File: src/rtl/seg_text_scroller_pkg.sv
// Shared definitions for the display controllers: the blank glyph code and the
// scroll sequencer state encoding.
package seg_text_scroller_pkg;

  localparam logic [7:0] ASCII_BLANK = 8'h20;

  typedef enum logic {
    IDLE = 1'b0,
    RUN  = 1'b1
  } state_e;

endpackage

File: src/rtl/seg_step_timer.sv
// Prescaler: counts 0..TICKS-1 while enabled and raises o_Tick combinationally
// during the final count; i_Clr forces the count to zero and masks the tick.
module seg_step_timer #(
  parameter int TICKS = 12500000
) (
  input  logic i_Clk,
  input  logic i_Rst_L,
  input  logic i_Clr,
  input  logic i_En,
  output logic o_Tick
);

  localparam int CW = $clog2(TICKS);
  localparam logic [CW-1:0] LAST = CW'(TICKS - 1);

  logic [CW-1:0] r_Count;

  always_ff @(posedge i_Clk) begin
    if (!i_Rst_L || i_Clr) begin
      r_Count <= '0;
    end else if (i_En) begin
      if (r_Count == LAST) r_Count <= '0;
      else                 r_Count <= r_Count + 1'b1;
    end
  end

  assign o_Tick = i_En & ~i_Clr & (r_Count == LAST);

endmodule

File: src/rtl/seg_text_scroller.sv
// Scrolls a buffered message across two 7-segment digits as a two-character
// window over a blank-padded stream; all outputs are registered (1 cycle).
module seg_text_scroller
  import seg_text_scroller_pkg::*;
#(
  parameter int         MSG_DEPTH      = 16,
  parameter int         TICKS_PER_STEP = 12500000,
  parameter logic [7:0] BLANK_CHAR     = ASCII_BLANK
) (
  input  logic                         i_Clk,
  input  logic                         i_Rst_L,
  input  logic                         i_Wr_En,
  input  logic [$clog2(MSG_DEPTH)-1:0] i_Wr_Addr,
  input  logic [7:0]                   i_Wr_Char,
  input  logic [$clog2(MSG_DEPTH):0]   i_Len,
  input  logic                         i_Loop,
  input  logic                         i_Start,
  input  logic                         i_Stop,
  output logic [7:0]                   o_Char_Hi,
  output logic [7:0]                   o_Char_Lo,
  output logic                         o_Busy,
  output logic                         o_Wrap,
  output logic                         o_Done
);

  localparam int AW = $clog2(MSG_DEPTH);
  localparam int LW = AW + 1;
  localparam logic [LW-1:0] MAX_LEN = LW'(MSG_DEPTH);

  state_e        r_State, w_State_Nxt;
  logic [LW-1:0] r_Win, w_Win_Nxt;
  logic [LW-1:0] r_Len, w_Len_Nxt;
  logic          r_Loop, w_Loop_Nxt;
  logic [7:0]    r_Char_Hi, r_Char_Lo, w_Char_Hi_Nxt, w_Char_Lo_Nxt;
  logic          r_Wrap, r_Done, w_Wrap_Nxt, w_Done_Nxt;
  logic [7:0]    r_Buf [MSG_DEPTH];
  logic          w_Start_Vld, w_Tick, w_Timer_Clr;

  assign w_Start_Vld = i_Start & (i_Len != '0);
  assign w_Timer_Clr = i_Stop | w_Start_Vld | (r_State != RUN);

  seg_step_timer #(.TICKS(TICKS_PER_STEP)) u_step_timer (
    .i_Clk   (i_Clk),
    .i_Rst_L (i_Rst_L),
    .i_Clr   (w_Timer_Clr),
    .i_En    (r_State == RUN),
    .o_Tick  (w_Tick)
  );

  // Stream S[0] and S[L+1] are the blank pads around buf[0..L-1].
  function automatic logic [7:0] stream_at(input logic [LW-1:0] idx,
                                           input logic [LW-1:0] len);
    if (idx != '0 && idx <= len) return r_Buf[AW'(idx - 1'b1)];
    return BLANK_CHAR;
  endfunction

  always_ff @(posedge i_Clk) begin
    if (!i_Rst_L) begin
      for (int i = 0; i < MSG_DEPTH; i++) r_Buf[i] <= BLANK_CHAR;
    end else if (i_Wr_En) begin
      r_Buf[i_Wr_Addr] <= i_Wr_Char;
    end
  end

  always_ff @(posedge i_Clk) begin
    if (!i_Rst_L) begin
      r_State   <= IDLE;
      r_Win     <= '0;
      r_Len     <= '0;
      r_Loop    <= 1'b0;
      r_Char_Hi <= BLANK_CHAR;
      r_Char_Lo <= BLANK_CHAR;
      r_Wrap    <= 1'b0;
      r_Done    <= 1'b0;
    end else begin
      r_State   <= w_State_Nxt;
      r_Win     <= w_Win_Nxt;
      r_Len     <= w_Len_Nxt;
      r_Loop    <= w_Loop_Nxt;
      r_Char_Hi <= w_Char_Hi_Nxt;
      r_Char_Lo <= w_Char_Lo_Nxt;
      r_Wrap    <= w_Wrap_Nxt;
      r_Done    <= w_Done_Nxt;
    end
  end

  always_comb begin
    w_State_Nxt   = r_State;
    w_Win_Nxt     = r_Win;
    w_Len_Nxt     = r_Len;
    w_Loop_Nxt    = r_Loop;
    w_Wrap_Nxt    = 1'b0;
    w_Done_Nxt    = 1'b0;
    w_Char_Hi_Nxt = BLANK_CHAR;
    w_Char_Lo_Nxt = BLANK_CHAR;

    // Stop beats start, and start beats a coincident step.
    if (i_Stop) begin
      w_State_Nxt = IDLE;
      w_Win_Nxt   = '0;
    end else if (w_Start_Vld) begin
      w_State_Nxt = RUN;
      w_Win_Nxt   = '0;
      w_Len_Nxt   = (i_Len > MAX_LEN) ? MAX_LEN : i_Len;
      w_Loop_Nxt  = i_Loop;
    end else if (r_State == RUN && w_Tick) begin
      if (r_Win < r_Len) begin
        w_Win_Nxt = r_Win + 1'b1;
      end else if (r_Loop) begin
        w_Win_Nxt  = '0;
        w_Wrap_Nxt = 1'b1;
      end else begin
        w_State_Nxt = IDLE;
        w_Win_Nxt   = '0;
        w_Done_Nxt  = 1'b1;
      end
    end

    if (w_State_Nxt == RUN) begin
      w_Char_Hi_Nxt = stream_at(w_Win_Nxt, w_Len_Nxt);
      w_Char_Lo_Nxt = stream_at(w_Win_Nxt + 1'b1, w_Len_Nxt);
    end
  end

  assign o_Char_Hi = r_Char_Hi;
  assign o_Char_Lo = r_Char_Lo;
  assign o_Busy    = (r_State == RUN);
  assign o_Wrap    = r_Wrap;
  assign o_Done    = r_Done;

endmodule

File: config.mk
export PLATFORM = sky130hd
export DESIGN_NAME = seg_text_scroller
export DESIGN_NICKNAME = d
export VERILOG_FILES = /design/src/rtl/seg_text_scroller_pkg.sv /design/src/rtl/seg_step_timer.sv /design/src/rtl/seg_text_scroller.sv
export SDC_FILE = /design/constraint.sdc
export NUM_CORES = 1
export LEC_CHECK = 0
export CORE_ASPECT_RATIO = 0.5
export CORE_MARGIN = 2
export CORE_UTILIZATION = 27
export CTS_BUF_LIST = sky130_fd_sc_hd__clkbuf_4 sky130_fd_sc_hd__clkbuf_8
export CTS_CLUSTER_SIZE = 10
export DETAILED_ROUTE_END_ITERATION = 12
export MAX_ROUTING_LAYER = met4
export PLACE_DENSITY = 0.45
export SETUP_SLACK_MARGIN = 0.15
export SLEW_MARGIN = 20
export SYNTH_ARGS = -nofsm -noshare
export SYNTH_HDL_FRONTEND = slang
export SYNTH_SLANG_ARGS = --single-unit
File: constraint.sdc
create_clock -name i_Clk -period 8.5 [get_ports i_Clk]
set_clock_uncertainty 0.2 [all_clocks]
set_input_delay 1.7 -clock i_Clk [delete_from_list [all_inputs] [get_ports i_Clk]]
set_output_delay 1.7 -clock i_Clk [all_outputs]
set_load 0.01 [all_outputs]
-- Word level (Yosys, flattened, before mapping)
Memories as Yosys holds them, arrays and structs flattened. A register that Yosys moved wholly into a read port is not among the register bits.
Index checks and enable logic that the tools add are counted.
- flip-flop bits (word level): 38
- bits in writable memories: 128
- input bits: 23
- output and inout port bits: 19
- word-level logic and storage cells: 69
- memories: 1
- $add $sub $neg: 5
- magnitude comparators: 4
- equal/unequal tests: 1
- muxes and demuxes: 26
- bitwise operators: 10
- reduce and logical (&&, ||, !) cells: 15
- memories (name ; words ; width ; rd ports ; clocked after Yosys merged registers in ; wr ports ; RTL line ; text):
    r_Buf ; 16 ; 8 ; 2 ; 2 ; 16 ; seg_text_scroller.sv:36 ; logic [7:0] r_Buf [MSG_DEPTH];
- operators with widths (operator ; number):
    5-bit 2-to-1 mux ; 7
    24-bit by 1-bit adder with 24-bit output (second input constant) ; 1
    24-bit == test (second input constant) ; 1
    24-bit 2-to-1 mux ; 1
    1-bit 2-to-1 mux ; 16
    5-bit nonzero test ; 3
    5-bit by 1-bit adder with 5-bit output (second input constant) ; 2
    5-bit <= comparator ; 2
    8-bit 2-to-1 mux ; 1
    8-bit OR reduction ; 1
    4-bit by 1-bit subtractor with 4-bit output (second input constant) ; 2
    3-bit AND reduction ; 2
    5-bit > comparator (second input constant) ; 1
    5-bit less-than comparator ; 1
    1-bit NOT ; 5
    5-bit OR reduction ; 1
    4-bit 2-to-1 mux ; 1
    1-bit AND ; 3
    1-bit logical AND ; 3
    1-bit zero test ; 3
    1-bit OR ; 2
    2-bit AND reduction ; 1
    1-bit logical OR ; 1

-- Logic depth before layout (Yosys ltp)
- depth in word-level cells: 18
- gate-level depth with buffers: 21
- mapped depth without buffers: 17

-- By module
A second synthesis with hierarchy kept.
- cell total of the unflattened synthesis: 994
- area, all modules: 10157.2 µm²
- by module, submodules not included (module ; times used ; cells each ; area each (µm²)):
    seg_text_scroller ; 1 ; 859 ; 8922.3
    seg_step_timer ; 1 ; 135 ; 1234.9

-- Worst setup path before layout
Ideal clock, no wire load.
- path kind: input port to flip-flop
- start: input i_Stop
- end: register r_Char_Lo[1] (netlist: o_Char_Lo[1]), read port of r_Buf
- setup time: 0.117 ns
- arrival time: 5.422 ns
- required time: 8.183 ns
- slack: 2.761 ns
- cell stages on the path: 20
- path buffers: 5
- cells stage by stage: nor3_1 > a21o_1 > nand2_1 > nor2_1 > a21oi_4 > clkbuf_1 > inv_1 > ha_1 > buf_6 > clkbuf_1 > buf_1 > nand3_1 > mux2_2 > ha_1 > o311a_1 > o21ai_0 > o2bb2ai_1 > and4_2 > buf_4 > a22o_1
- longest elaborated chain between the ends: 16
- ends and longest elaborated chain (item ; RTL line ; text):
    start, declared ; seg_text_scroller.sv:18 ; input logic i_Stop,
    1-bit OR (2 in series) ; seg_text_scroller.sv:40 ; assign w_Timer_Clr = i_Stop | w_Start_Vld | (r_State != RUN);
    1-bit NOT ; seg_step_timer.sv:27 ; assign o_Tick = i_En & ~i_Clr & (r_Count == LAST);
    1-bit AND (2 in series) ; seg_step_timer.sv:27 ;
    1-bit logical AND ; seg_text_scroller.sv:106 ; end else if (r_State == RUN && w_Tick) begin
    5-bit 2-to-1 mux ; seg_text_scroller.sv:106 ;
    5-bit 2-to-1 mux ; seg_text_scroller.sv:101 ; end else if (w_Start_Vld) begin
    5-bit 2-to-1 mux ; seg_text_scroller.sv:98 ; if (i_Stop) begin
    5-bit by 1-bit adder with 5-bit output ; seg_text_scroller.sv:121 ; w_Char_Lo_Nxt = stream_at(w_Win_Nxt + 1'b1, w_Len_Nxt);
    5-bit <= comparator / 5-bit nonzero test (equally long branches) ; seg_text_scroller.sv:53 ; if (idx != '0 && idx <= len) return r_Buf[AW'(idx - 1'b1)];
    1-bit logical AND ; seg_text_scroller.sv:53 ;
    1-bit 2-to-1 mux ; seg_text_scroller.sv:53 ;
    1-bit 2-to-1 mux ; seg_text_scroller.sv:119 ; if (w_State_Nxt == RUN) begin
    3-bit AND reduction (no line) ; - ;
    1-bit zero test (no line) ; - ;
    end, declared ; seg_text_scroller.sv:34 ; logic [7:0] r_Char_Hi, r_Char_Lo, w_Char_Hi_Nxt, w_Char_Lo_Nxt;
Parallel ways exist; a longest one is shown, timed or not. The select of a mux whose other input is x is not followed.
A chain may end at the register's enable or synchronous reset.

-- Worst setup path after layout
Same ends and word-level chain as after synthesis.

==> results.cfg <==
[floorplanning]
top_level_ports = 42
die_height_um = 142
floorplan.initialDensity_pct = 27.5
die_width_um = 280
dieArea_um2 = 39900
floorplan.rows = 50
placeableCoreArea_um2 = 37500

[power]
leakage_nw = 3.82
total_power_mw = 1.83
power.ir.vdd_worst_mv = 0.109
p_per_area_nw_per_um2 = 156

[clock_network]
clock_tree.buffer_depth = 2
cts-root-buf = clkbuf_8
clock_insertion_delay_worst_skew_ns = 0.52
post-cts-setup-buffer-count = 0
cts-htree-levels = 4
number_of_buffers_created_by_cts = 17
post_cts.resized_instances = 0
clk_pin_slew_ns = 0.12
tritoncts_num_sinks = 182
tritoncts = yes
post_cts_hold_buffer_count = 0

[global_routing]
number_of_global_route_vias_before_repair = 7142
grt_antenna_before_repair = 1
global_route_wire_length_before_repair_um = 46700
grtUsageTotal_pct = 16.4
grt_start_max_net_pins = 46
gr_ovfl_total = 0

[logic_synthesis]
mappedNetlistArea_um2 = 10300
synth_top_family_by_area = simple AND/OR/NAND/NOR gates
synth_area_in_adders_pct = 2.06
count_of_flip_flops_with_a_built_in_enable_after_synthesis = 128
synth.top_cell.area_share_pct = 37.3
syn_avg_cell_area_um2 = 11.9
synth-seq-area-share_pct = 47.8
share_of_synthesized_registers_carrying_an_async_set_or_reset_pct = 0
synth.distinct_cells = 82
post_synth_mux_area_share_pct = 15.1
syn_nets = 907
synth-main-ff-cell = edfxtp_1
xor_xnor_fraction_of_synth_area_pct = 2.35
synth.ff_latch_count = 182
synthesis.yosys.warnings = 0
synth_compound_gate_area_share_pct = 9.79
yosysTopAreaCell = edfxtp_1
syn-instance-count = 867
synth_simple_gate_area_share_pct = 20.1
yosys-top-cells-area = edfxtp_1, dfxtp_1, mux4_2

[setup_path]
r2r_end = o_Char_Hi[4]
timing.critical_path.from_type = input pin
crit_top_cell = ha_1
critical_path_depth = 16
arrival_ns = 5.79
slowest_stage = a21oi_4
timing.setup.critical_path_class = input pin to register
critical_path.endpoint_type = register
worst_path_cell_trace = clkdlybuf4s50_1 > nor3_1 > a21oi_1 > buf_4 > nor2_1 > a21oi_4 > inv_1 > ha_1 > nand3_1 > mux2_2 > ha_1 > o311a_1 > o21ai_0 > o2bb2ai_1 > and4_2 > a22o_1
worstRegToRegCells = 15
worst-path-max-fanout = 22
cp_slowest_stage_delay_ns = 0.60
worstReg2RegStart = r_Win[3]
required_ns = 8.71
cp.buffers_inverters = 3
reg2reg_slack_ns = 3.56
critical_path.top_delay_family = compound AO/OA/AOI/OAI gates

[place]
gp_routability_congestion = 0.860
numPortBuffers = 41
detailed_place_hpwl_um = 23300
preCtsSetupSlack_ns = 2.35

[routing]
num_vias = 7191
wl_per_cell_um = 22.0
drc = 0
viasPerCell = 5.13
dr.first_iter.drc_count = 595
ant_nets = 0
drt_pass1_iterations = 5
routed_wirelength_um = 30800

[timing]
report.final.slew_viol_count = 0
report.final.setup_viol = 0
post-route-period-util_pct = 65.6
timing.final.hold_violations = 0
grt_setup_unrepaired = no
max_freq_ghz = 0.179
layout_setup_ws_ns = 2.92
max_slew.worst_pin.slew_ns = 1.01
post-route-min-period_ns = 5.58
relSlewSlack_pct = 32.8
finalHoldWorstSlack_ns = 0.265
fin_tns_setup_ns = 0

[cells_and_area]
post-route-util_pct = 31.1
fillerInstances = 3793
drive_above_1_share_pct = 16.3
area_delta_synth_final_pct = 13.4
multi_input_comb_area_um2 = 5110
seq_area_um2 = 4920
layout.cells.most_common_list = edfxtp_1, and2_1, dfxtp_1
num-nets-final = 935
layout.cells.most_common = edfxtp_1

[outcome]
run_status = complete, no violations

[hold_path]
whs_path_depth = 1
timing.hold.worst.class = register to register
worst_min_delay_path_endpoint = u_step_timer.r_Count[0]
holdCritStartpoint = u_step_timer.r_Count[0]

[run]
drv_cap = 0
==> synth_stat cells, drive strengths merged (3+ instances only) <==
cell	count
nand2b	34
mux4	50
xnor2	11
nor3	22
inv	11
mux2i	14
a21oi	31
o21ai	33
buf	16
and3	5
a21boi	16
edfxtp	128
nand2	48
nand4	11
a221oi	7
and4b	3
or3	19
xor2	15
a31o	3
clkbuf	30
nand4b	3
nor2	48
a211oi	11
or2b	3
nor2b	12
ha	17
o211ai	3
dfxtp	54
a22o	7
or2	4
mux2	22
a2bb2oi	7
and4	5
nor3b	3
a311o	7
nand3	10
and2	121
==> worst max path at each step <==
stage	startpoint	end	slack, ns
global placement	i_Stop	o_Char_Lo[1]	2.39
CTS	i_Stop	o_Char_Lo[1]	2.92
finish	i_Stop	o_Char_Lo[1]	2.92
global route	i_Stop	o_Char_Lo[5]	2.59
floorplan	i_Stop	o_Char_Lo[1]	2.76
detailed placement	i_Stop	o_Char_Lo[1]	2.35
==> cells by family after synthesis <==
logic type	after synthesis
AND/OR/NAND/NOR	359
flip-flops	182
AO/OA/AOI/OAI	139
multiplexers	86
buffers and inverters	58
XOR/XNOR	26
adder cells (fa/ha/maj)	17
==> report_power, final <==
| group | leakage, nW | internal (mW) | switching [mW] | total (mW) |
|---|---|---|---|---|
| sequential | 1.66 | 0.987 | 0.0389 | 1.03 |
| clock | 0.228 | 0.266 | 0.411 | 0.677 |
| combinational | 1.92 | 0.0561 | 0.0697 | 0.126 |
==> sequential cells by signal (all words and copies together) (netlist names) <==
| register | flops |
|---|---|
| o_Char_Hi | 8 |
| u_step_timer.r_Count | 24 |
| o_Busy | 1 |
| r_Win | 5 |
| r_Loop | 1 |
| o_Char_Lo | 8 |
| r_Len | 5 |
| o_Wrap | 1 |
| o_Done | 1 |
| r_Buf | 128 |
==> layer usage <==
layer	vias to the layer above	routed length, um	GRT usage (%)
met3	19	1350	2.87
met1	3678	15300	22.9
met5	-	0	-
met4	0	255	3.35
met2	190	13900	25.0
li1	3304	-	-
==> layout make-up <==
class	count	share of cell area, %
diodes	1	0.0214
clock buffers	17	2.00
clock inverters	15	1.99
inverters	11	0.353
multi-input cells	627	43.7
flip-flops and latches	182	42.1
well taps	494	5.29
repair buffers	56	4.47
==> worst reg2reg max path: stages (launching register included) <==
cell and delay [ns]:
dfxtp_1 0.41, ha_1 0.33, o211ai_1 0.08, o21ai_1 0.57, a21oi_1 0.18, or3_1 0.42, nand2_1 0.47, inv_2 0.38
ha_1 0.41, o21ai_0 0.08, nand2b_1 0.08, a21oi_1 0.13, o21ai_0 0.10, a21oi_1 0.63, a21boi_1 0.26, a21boi_1 0.18
==> metrics by stage <==
stage,area (um^2),instances
2_1_floorplan,10300,867
3_3_place_gp,11200,1370
3_5_place_dp,11200,1370
4_1_cts,11700,1402
5_1_grt,11700,1403
6_report,11700,1403
(Power assumes the default switching activity.)
